File: config.mk
export PLATFORM = sky130hd
export DESIGN_NAME = serial_add_ctrl
export DESIGN_NICKNAME = d
export VERILOG_FILES = /design/src/rtl/serial_add_ctrl.sv
export SDC_FILE = /design/constraint.sdc
export NUM_CORES = 1
export LEC_CHECK = 0
export BUFFER_PORTS_ARGS = -buffer_cell sky130_fd_sc_hd__buf_2
export CORE_MARGIN = 4
export CORE_UTILIZATION = 47
export DETAILED_ROUTE_END_ITERATION = 7
export PLACE_DENSITY_LB_ADDON = 0.2
export SETUP_SLACK_MARGIN = 0.3
export SYNTH_ARGS = -nofsm -noshare
export SYNTH_HDL_FRONTEND = slang
export SYNTH_SLANG_ARGS = --single-unit
File: constraint.sdc
create_clock -name clk -period 1.74 [get_ports clk]
set_clock_uncertainty 0.1 [all_clocks]
set_input_delay 0.174 -clock clk [delete_from_list [all_inputs] [get_ports clk]]
set_output_delay 0.174 -clock clk [all_outputs]
set_load 0.1 [all_outputs]
File: src/rtl/serial_add_ctrl.sv
// Bit-serial add/subtract controller: one full-adder cell stepped LSB-first over WIDTH clocks.
// Optional zero-flag output enabled by defining SERIAL_ADD_ZERO_EN.
module serial_add_ctrl #(
    parameter int WIDTH = 4
) (
    input  logic             clk,
    input  logic             rst_n,
    input  logic             start,
    input  logic             sub,
    input  logic [WIDTH-1:0] a,
    input  logic [WIDTH-1:0] b,
    output logic             busy,
    output logic             done,
    output logic [WIDTH-1:0] result,
    output logic             cout,
    output logic             overflow
`ifdef SERIAL_ADD_ZERO_EN
    ,
    output logic             zero
`endif
);

    localparam int CW = (WIDTH > 2) ? $clog2(WIDTH) : 1;
    localparam logic [CW-1:0] LAST = CW'(WIDTH - 1);

    typedef enum logic [1:0] {
        IDLE = 2'd0,
        RUN  = 2'd1,
        DONE = 2'd2
    } state_t;

    state_t           state;
    logic [WIDTH-1:0] op_a;
    logic [WIDTH-1:0] op_b;
    logic             carry;
    logic [CW-1:0]    count;

    logic             sum_bit;
    logic             carry_next;
    logic [WIDTH-1:0] op_a_next;

    // op_a doubles as the sum shift register: sum bits enter at the MSB as operand bits leave the LSB.
    always_comb begin
        sum_bit    = op_a[0] ^ op_b[0] ^ carry;
        carry_next = (op_a[0] & op_b[0]) | (carry & (op_a[0] ^ op_b[0]));
        op_a_next  = {sum_bit, op_a[WIDTH-1:1]};
    end

    always_ff @(posedge clk or negedge rst_n) begin
        if (!rst_n) begin
            state    <= IDLE;
            op_a     <= '0;
            op_b     <= '0;
            carry    <= 1'b0;
            count    <= '0;
            busy     <= 1'b0;
            done     <= 1'b0;
            result   <= '0;
            cout     <= 1'b0;
            overflow <= 1'b0;
`ifdef SERIAL_ADD_ZERO_EN
            zero     <= 1'b0;
`endif
        end else begin
            case (state)
                IDLE: begin
                    done <= 1'b0;
                    if (start) begin
                        op_a  <= a;
                        op_b  <= sub ? ~b : b;
                        carry <= sub;
                        count <= '0;
                        busy  <= 1'b1;
                        state <= RUN;
                    end
                end
                RUN: begin
                    op_a  <= op_a_next;
                    op_b  <= {1'b0, op_b[WIDTH-1:1]};
                    carry <= carry_next;
                    if (count == LAST) begin
                        // carry still holds the carry into the MSB on this final bit
                        result   <= op_a_next;
                        cout     <= carry_next;
                        overflow <= carry ^ carry_next;
`ifdef SERIAL_ADD_ZERO_EN
                        zero     <= (op_a_next == '0);
`endif
                        done     <= 1'b1;
                        state    <= DONE;
                    end else begin
                        count <= count + 1'b1;
                    end
                end
                DONE: begin
                    done  <= 1'b0;
                    busy  <= 1'b0;
                    state <= IDLE;
                end
                default: begin
                    done  <= 1'b0;
                    busy  <= 1'b0;
                    state <= IDLE;
                end
            endcase
        end
    end

endmodule

Word-level counts from Yosys, hierarchy flattened
Cells that the tools add are included.
Operators by class
  reduce and logical (&&, ||, !) cells: 7
  equality and inequality tests: 5
  $add $sub $neg: 1
  bitwise logic cells: 8
  multiplexer cells: 17
Operators by type and width (number)
  4-bit one-hot mux with 2 select lines: 2
  4-bit two-way mux: 3
  2-bit two-way mux: 4
  2-bit one-hot mux with 2 select lines: 2
  2-bit AND reduction: 4
  2-bit inequality test, second input constant: 3
  1-bit two-way mux: 4
  4-bit inverter: 1
  1-bit one-hot mux with 2 select lines: 2
  3-bit AND reduction: 1
  1-bit bitwise XOR: 3
  2-bit by 1-bit adder with 2-bit output, second input constant: 1
  1-bit AND: 2
  2-bit by 1-bit equality test with 1-bit output, second input constant: 1
  2-bit equality test, second input constant: 1
  2-bit logical NOT: 1
  2-bit nonzero test: 1
  1-bit inverter: 1
  1-bit OR: 1
Storage, ports and cells
  output and inout bits: 8
  word-level logic and storage cells: 48
  input bits: 12
  register bits after elaboration: 21

Longest topological paths before layout
Gate-level depths: netlist of the first run.
  depth after elaboration: 4
  mapped depth: 5
  depth with buffers taken out: 4

Worst setup path after synthesis of the first run
Ideal clock, no wire load.
  path kind: register -> register
  start point: register cout (netlist name)
  end point: register cout
  path buffers: 0
  arrival: 1.162 ns
  required time: 1.512 ns
  setup time: 0.128 ns
  path slack: 0.350 ns
  cell stages (with the launch flop): 2
  period minus slack after synthesis: 1.390 ns
  cells stage by stage: dfrtp_1 > mux2_1
RTL lines
  end signal, assigned: line 84  | cout <= carry_next;
  end, declared: line 15  | output logic cout,

Worst setup path after layout of the first run
  start point: register op_b[0]
  end point: register result[3]
On the way
  longest elaborated chain between the ends: 2
RTL lines
  start, declared: line 34  | logic [WIDTH-1:0] op_b;
  start signal, assigned: line 70  | op_b <= sub ? ~b : b;
  start signal, assigned: line 79  | op_b <= {1'b0, op_b[WIDTH-1:1]};
  1-bit bitwise XOR (2 in a row): line 44  | sum_bit = op_a[0] ^ op_b[0] ^ carry;
  via sum_bit: line 38  | logic sum_bit;
  end signal, assigned: line 83  | result <= op_a_next;
  end, declared: line 14  | output logic [WIDTH-1:0] result,
The timed path passes the listed nets, and every way through them passes these cells.
A chain may end at the register's enable or synchronous reset.

==> results of run 1 <==
==> flip-flops by register name, indices dropped and copies added (netlist names) <==
register and flops:
done 1, busy 1, cout 1, result 4, op_a 4, overflow 1, state 2, count 2
carry 1, op_b 4
==> kinds of logic after synthesis <==
group	Yosys count	share of synthesized area, %
AO/OA/AOI/OAI	21	15.66
flip-flops	21	51.79
AND/OR/NAND/NOR	20	12.21
buffers and inverters	6	4.931
multiplexers	6	6.658
XOR/XNOR	5	4.316
adder cells (fa/ha/maj)	3	4.439
==> metrics by stage <==
stage | utilization [%] | instances
6_report | 58.88 | 133
5_1_grt | 58.88 | 133
4_1_cts | 56.75 | 128
3_5_place_dp | 54.81 | 123
3_3_place_gp | 54.81 | 123
2_1_floorplan | - | 82
==> worst max-delay path: cells and delay by family (launching register included) <==
kind | cells | cell delay, ns
fa+ha+maj | 1 | 0.48
flops | 1 | 0.42
mux | 1 | 0.29
==> repair_timing <==
action                                 4_1_cts  5_1_grt
pin swaps                                    0        1
setup endpoints to repair                    9        9
buffers inserted                             0        5
hold buffers                                 1        0
gates resized for setup                      2        2
endpoints found under the hold margin       21        0
==> layout make-up <==
class	count	area share, %
flip-flops and latches	21	44.80
well taps	27	2.866
inverters	1	0.3185
multi-input cells	55	37.69
repair buffers	25	12.10
clock buffers	4	2.229
==> final timing paths <==
kind / from / endpoint / slack (ns) / cells past startpoint
hold reg to reg: overflow / overflow / 0.39 / 2
setup / recovery: op_b[0] / result[3] / 0.34 / 2
setup reg to reg: op_b[0] / result[3] / 0.34 / 2
max in group asynchronous: rst_n / state[1] / 0.95 / 2
hold / removal: a[3] / op_a[3] / 0.06 / 3
min in group asynchronous: rst_n / op_a[1] / 0.24 / 2
==> metal layers <==
layer | share of wire (%) | vias to the layer above | global-route usage [%]
met5 | 0 | - | 0
met4 | 0.65 | 0 | 6.224
met3 | 5.1 | 2 | 2.725
met2 | 48 | 19 | 24.30
met1 | 46 | 342 | 16.78
li1 | - | 339 | -
==> cells in the final DEF, fill, tap and decap left out, drive strengths merged <==
cell / synthesis / layout
and3b: 4 / 4
ha: 2 / 2
nand2: 6 / 6
nand3b: 1 / 1
o21bai: 1 / 1
xor2: 3 / 3
dfrtp: 21 / 21
buf: 4 / 24
a21oi: 3 / 3
o21a: 1 / 1
and2b: 1 / 1
xnor2: 2 / 2
a22oi: 3 / 3
o21ai: 6 / 6
mux2: 6 / 6
nor2b: 1 / 1
clkbuf: 1 / 4
a221o: 3 / 3
fa: 1 / 1
nand2b: 2 / 2
inv: 1 / 1
dlygate4sd3: 0 / 1
a22o: 4 / 4
nor3: 1 / 1
nor2: 4 / 4
==> PnR_summary.wiki, run 1 <==
{| class="wikitable"
! Metric !! Value
|-
| Clock buffers created by TritonCTS || 3
|-
| Boundary pin count || 20
|-
| Maximum fanout along the worst path || 2
|-
| Data arrival time of the critical path || 1.49 ns
|-
| Maxcap violations || 0
|-
| Count of filler cells inserted in the layout || 182
|-
| Top post-synthesis cells by area || dfrtp_1 52%, mux2_1 5.5%, a22o_1 3.5%
|-
| Endpoint class of the critical path || flip-flop
|-
| Gate count after technology mapping || 82
|-
| Number of global-route vias before repair || 679
|-
| Sink Count || 21
|-
| Most frequently used cell type in the post-synthesis netlist || dfrtp_1
|-
| Mean instance size in the synthesized netlist || 12.37 sq um
|-
| Total overflow reported by the global router || 0
|-
| Overall via count from detail_route || 702
|-
| Highest achievable clock rate || 0.7159 GHz
|-
| Initial detailed-routing violation count || 10
|-
| Number of antenna violations at the first check in global routing || 0
|-
| Worst Hold Slack || 0.05652 ns
|-
| Max incr delay on CP || 0.48 ns
|-
| Largest net degree at the start of global routing || 22
|-
| Hold/Removal Path Class || input port to flip-flop
|-
| Fraction of the yosys area taken by sequential cells || 51.79%
|-
| Final Cell Area || 1179 sq um
|-
| Data required time at the worst endpoint || 1.84 ns
|-
| TritonCTS clock tree || built
|-
| Post-CTS clock slew at the launch and capture registers of the worst setup and hold paths || 0.12 ns
|-
| Antenna diode count || 0
|-
| Routed wire per std cell || 13.98 microns
|-
| Max Slew Vio Count || 0
|-
| Area of the core || 2002 sq um
|-
| DP HPWL || 1314 microns
|-
| Global-route wire length before repair || 2960 microns
|-
| Area taken by flip-flops and latches || 528.0 sq um
|-
| Number of buffers on the longest clock path || 2
|-
| Main flop type after synthesis || dfrtp_1
|-
| Unrepaired setup endpoints after global routing || no
|-
| Detailed-route vias per instance || 5.278
|-
| Multi-input logic area || 444.2 sq um
|-
| Count of buffers from port buffering || 19
|-
| Cell types with the highest counts after synthesis || 21 x dfrtp_1, 6 x nand2_1, 6 x o21ai_1
|-
| Cell chosen for the clock root || clkbuf_4
|-
| Detail Route Antenna Nets || 0
|-
| Placed Area || 1097 sq um
|-
| Cell type with the highest aggregate area in the netlist || dfrtp_1
|-
| Fraction of layout cells with a size suffix above 1 || 32.08%
|-
| Gr usage total || 14.06%
|-
| Min Clock Period, post-route || 1.397 ns
|-
| Register bit total from synthesis || 21
|-
| Final-report setup violation count || 0
|-
| Count of H-tree levels built during CTS || 1
|-
| Routed Wire Length || 1859 microns
|-
| Later-pin clock latency in the skew report || 0.30 ns
|-
| Effective utilization at floorplan || 50.69%
|-
| Number of nets produced by synthesis || 97
|-
| Tcrit/Tclk final || 80.28%
|-
| Count of final hold-check violations || 0
|-
| Worst Setup Slack, final || 0.3432 ns
|-
| Worst setup SP type || flip-flop
|-
| Residual DRC count || 0
|-
| Synth top area share || 51.79%
|-
| Total negative slack for setup checks || 0 ns
|-
| Total number of nets in the final design || 122
|-
| First-pass iteration count of the detailed router || 4
|-
| Ordered list of cells on the worst path || fa_2, mux2_1
|-
| Post-placement setup slack || 0.1859 ns
|-
| Yosys cell types || 26
|-
| Yosys synthesis warning count || 0
|-
| Outcome || completed
|-
| Vertical die dimension || 54.47 microns
|-
| Worst slew pin tran || 0.4873 ns
|-
| Post-synthesis async set-or-reset flop share || 100.0%
|-
| Area grow syn2layout || 16.15%
|-
| Syn Std Cell Area || 1015 sq um
|-
| EDFF count, synth || 0
|-
| Worst-case headroom to the max-slew limit || 67.74%
|-
| Placement row count || 16
|-
| Worst setup path class || flip-flop to flip-flop
|-
| Library cell contributing the largest single delay on the critical path || fa_2
|-
| Die Outline Area || 2966 sq um
|-
| Routability congestion estimate from global placement || 0.7294
|-
| DIE WIDTH || 54.47 microns
|}
Power of run 1 is left out: the tool's default activity adds up to more than one toggle a clock period on the data nets, which glitch-free logic cannot reach.
==> inputs of run 2 (changes only) <==
--- a/config.mk
+++ b/config.mk
@@ -5,6 +5,7 @@
 export SDC_FILE = /design/constraint.sdc
 export NUM_CORES = 1
 export LEC_CHECK = 0
+export ABC_AREA = 1
 export BUFFER_PORTS_ARGS = -buffer_cell sky130_fd_sc_hd__buf_2
 export CORE_MARGIN = 4
 export CORE_UTILIZATION = 47
==> constraint.sdc (replaced) <==
create_clock -name clk -period 1.2 [get_ports clk]
set_clock_uncertainty 0.1 [all_clocks]
set_input_delay 0.12 -clock clk [delete_from_list [all_inputs] [get_ports clk]]
set_output_delay 0.12 -clock clk [all_outputs]
set_load 0.1 [all_outputs]
==> run 2 against run 1 <==
Effect of this change:
- the flow now finishes with violations (hold timing, setup timing)
- critical endpoint is now result[1]
- utilization rose by 27 points
- non-clock buffer count rose by 20
- first-iteration DRC count rose to 3.0 times the previous value
- maximum frequency increased by 5.8%
- critical path type unchanged
- final cell count is 47% higher
- sequential share of layout area is 13 points lower
- cell area grew 48%
- count of clock-buffer cells in the layout stayed put
- critical path depth increased by 4
- synthesized area rose by 0.62%
- hold slack got worse by 0.091 ns
==> PnR_summary.wiki, run 2 <==
{| class="wikitable"
! Metric !! Value
|-
| Syn Std Cell Area || 1021 sq um (+0.62%)
|-
| Leading cell types in the layout, fill and taps excluded || 43 x nand2_1, 13 x nand3_1, 11 x buf_2
|-
| Max Slew Vio Count || 0 (unchanged)
|-
| Routed Wire Length || 3526 microns (+90%)
|-
| Number of antenna violations at the first check in global routing || 0 (unchanged)
|-
| Most congested layer reported by global routing || met2
|-
| Fraction of the yosys area taken by sequential cells || 51.47% (-0.32 points)
|-
| Lkg Pwr || 0.0008601 uW
|-
| Min Clock Period, post-route || 1.320 ns (-0.07642 ns)
|-
| Worst setup SP type || flip-flop
|-
| Total negative slack for setup checks || -1.032 ns (-1.032 ns)
|-
| Residual DRC count || 0 (unchanged)
|-
| Core Util, Final || 86.01% (+27 points)
|-
| First-pass iteration count of the detailed router || 4 (unchanged)
|-
| Detailed-route vias per instance || 5.354 (+1.4%)
|-
| Antenna diode count || 0 (unchanged)
|-
| Placement row count || 16 (unchanged)
|-
| Cell chosen for the clock root || clkbuf_4
|-
| Library cell contributing the largest single delay on the critical path || dfrtp_2
|-
| Most frequently used cell type in the post-synthesis netlist || nand2_1
|-
| Detail Route Antenna Nets || 0 (unchanged)
|-
| Total overflow reported by the global router || 0 (unchanged)
|-
| Violated checks || hold timing, setup timing
|-
| Yosys synthesis warning count || 0 (unchanged)
|-
| Count of H-tree levels built during CTS || 1 (unchanged)
|-
| Highest achievable clock rate || 0.7574 GHz (+5.8%)
|-
| Main flop type after synthesis || dfrtp_1
|-
| Routability congestion estimate from global placement || 0.8189 (+12%)
|-
| Gate count after technology mapping || 120 (+46%)
|-
| Largest net degree at the start of global routing || 22 (unchanged)
|-
| Area grow syn2layout || 70.34%
|-
| Ordered list of cells on the worst path || inv_4, nand2_8, nor2_8, inv_4, nand2_1, nand2_1
|-
| Gr usage total || 19.98% (+5.9 points)
|-
| DP HPWL || 1709 microns (+30%)
|-
| Cell type with the highest aggregate area in the netlist || dfrtp_1
|-
| Die Outline Area || 2982 sq um (+0.51%)
|-
| Max incr delay on CP || 0.47 ns (about the same)
|-
| Routed wire per std cell || 18.08 microns (+29%)
|-
| Post-synthesis async set-or-reset flop share || 100.0% (unchanged)
|-
| Number of buffers on the longest clock path || 2 (unchanged)
|-
| Total number of nets in the final design || 184 (+51%)
|-
| Multi-input logic area || 593.1 sq um (+34%)
|-
| Setup slack of the worst register-to-register path || -0.12 ns (-0.46 ns)
|-
| Global-route met2 utilization || 34.06% (+9.8 points)
|-
| Overall via count from detail_route || 1,044 (+49%)
|-
| Clock buffers created by TritonCTS || 3 (unchanged)
|-
| Post-CTS clock slew at the launch and capture registers of the worst setup and hold paths || 0.12 ns (about the same)
|-
| Effective utilization at floorplan || 50.50% (-0.19 points)
|-
| Fraction of layout cells with a size suffix above 1 || 52.38% (+20 points)
|-
| Later-pin clock latency in the skew report || 0.33 ns (+0.03 ns)
|-
| Endpoint class of the critical path || flip-flop
|-
| Synth top area share || 51.47% (-0.32 points)
|-
| Maximum fanout along the worst path || 7 (+5)
|-
| Mean instance size in the synthesized netlist || 8.508 sq um (-31%)
|-
| Worst-case headroom to the max-slew limit || 68.09% (+0.35 points)
|-
| Met3 capacity usage during global routing || 4.905% (+2.2 points)
|-
| Number of global-route vias before repair || 941 (+39%)
|-
| Count of buffers from port buffering || 19 (unchanged)
|-
| Largest registers || op_a (4), op_b (4), result (4)
|-
| Met1 routing resource usage after global routing || 25.56% (+8.8 points)
|-
| Final-report setup violation count || 20 (+20)
|-
| Boundary pin count || 20 (unchanged)
|-
| Sink Count || 21 (unchanged)
|-
| Commonest non-fill, non-tap cell in the layout || nand2_1
|-
| Data arrival time of the critical path || 1.45 ns (-0.04 ns)
|-
| Number of nets produced by synthesis || 135 (+39%)
|-
| Worst setup path class || flip-flop to flip-flop
|-
| Worst vdd ir || 0.002179 V
|-
| Yosys cell types || 17 (-35%)
|-
| Area of the core || 2022 sq um (+1.0%)
|-
| DIE WIDTH || 54.61 microns (+0.26%)
|-
| Top post-synthesis cells by area || dfrtp_1 51%, nand2_1 18%, nand3_1 11%
|-
| Outcome || complete, but fails checks
|-
| Initial detailed-routing violation count || 30 (+20)
|-
| Count of filler cells inserted in the layout || 102 (-44%)
|-
| Worst Setup Slack, final || -0.1204 ns (-0.4636 ns)
|-
| Data required time at the worst endpoint || 1.33 ns (-0.51 ns)
|-
| Total design power || 5419 uW
|-
| Maxcap violations || 0 (unchanged)
|-
| Worst Hold Slack || -0.03404 ns (-0.09056 ns)
|-
| Register bit total from synthesis || 21 (unchanged)
|-
| Hold buffers post-CTS || 5 (+4)
|-
| Hold/Removal Path Class || input port to flip-flop
|-
| Cell types with the highest counts after synthesis || 48 x nand2_1, 23 x nand3_1, 21 x dfrtp_1
|-
| Post-Layout Cell Count || 195 (+47%)
|-
| Worst slew pin tran || 0.4786 ns (-0.008673 ns)
|-
| Dpl cells || 171 (+39%)
|-
| EDFF count, synth || 0 (unchanged)
|-
| Global-route wire length before repair || 4243 microns (+43%)
|-
| TritonCTS clock tree || built
|-
| PD cells || 3116 nW/um^2
|-
| Unrepaired setup endpoints after global routing || yes
|-
| Vertical die dimension || 54.61 microns (+0.26%)
|-
| Count of final hold-check violations || 1 (+1)
|-
| Tcrit/Tclk final || 110.0% (+30 points)
|-
| Area taken by flip-flops and latches || 545.5 sq um (+3.3%)
|}
run 2: changes by cell type after synthesis, moves of 3 or more:
cell	previous run	this run
nand2_1	6	48
nand3_1	0	23
inv_1	1	7
mux2_1	5	0
o21ai_1	6	1
a22o_1	4	0
and3b_1	4	0
inv_2	0	4
a221o_1	3	0
a22oi_1	3	0
run 2: power breakdown:
group          total [uW]  switching, uW  internal [uW]  leakage, uW
logic                3560           2070           1480     0.000595
registers            1490            422           1070     0.000250
clock network         368            237            131    0.0000150
total                5420           2730           2690     0.000860
run 2: layout make-up:
type                    count  area share [%]
inverters                  11           2.950
repair buffers             45           28.13
multi-input cells          87           34.10
well taps                  27           1.942
flip-flops and latches     21           31.37
clock buffers               4           1.511
run 2: worst max-delay path, delay by kind of cell (launching register included):
kind | cells | cell delay, ns
buffers and inverters | 2 | 0.19
DFF | 1 | 0.47
and+or+nand+nor | 4 | 0.46
run 2: layer usage:
layer	vias up	share of wire, %
met1	505	40
met4	0	2.5
met5	-	0
met2	49	51
li1	478	-
met3	12	6.0
run 2: worst paths after layout:
check,startpoint,end,depth (start not counted)
min in group asynchronous,rst_n,state[0],2
min reg2reg,overflow,overflow,2
max in group asynchronous,rst_n,busy,2
max reg2reg,state[1],result[1],6
min,b[3],op_b[3],4
max,state[1],result[1],6
run 2: per-stage QoR:
stage          hold WS [ns]  worst slack, ns  area [sq um]
3_5_place_dp       0.001986         -0.07379          1364
4_1_cts            -0.02702         -0.08998          1570
6_report           -0.03404          -0.1204          1739
2_1_floorplan       -0.2756         -0.03281          1079
3_3_place_gp      -0.005078         -0.04636          1364
5_1_grt            -0.01850          -0.1551          1739
run 2: timing repair:
| item | 4_1_cts | 5_1_grt |
|---|---|---|
| setup endpoints to repair | 29 | 29 |
| gates cloned | 1 | 0 |
| setup buffers | 4 | 10 |
| endpoints found under the hold margin | 26 | 1 |
| resized for setup | 20 | 19 |
| pin swaps | 3 | 16 |
run 2: kinds of logic (layout without fill, tap and decap cells):
group                    Yosys count  count (layout)  share of synthesized area (%)
AND/OR/NAND/NOR                   79              80                          35.78
adder cells (fa/ha/maj)            3               3                          4.411
buffers and inverters             13              60                          5.637
XOR/XNOR                           2               2                          1.716
flip-flops                        21              21                          51.47
AO/OA/AOI/OAI                      2               2                         0.9795
No activity file was read; power rests on OpenSTA's default activity.
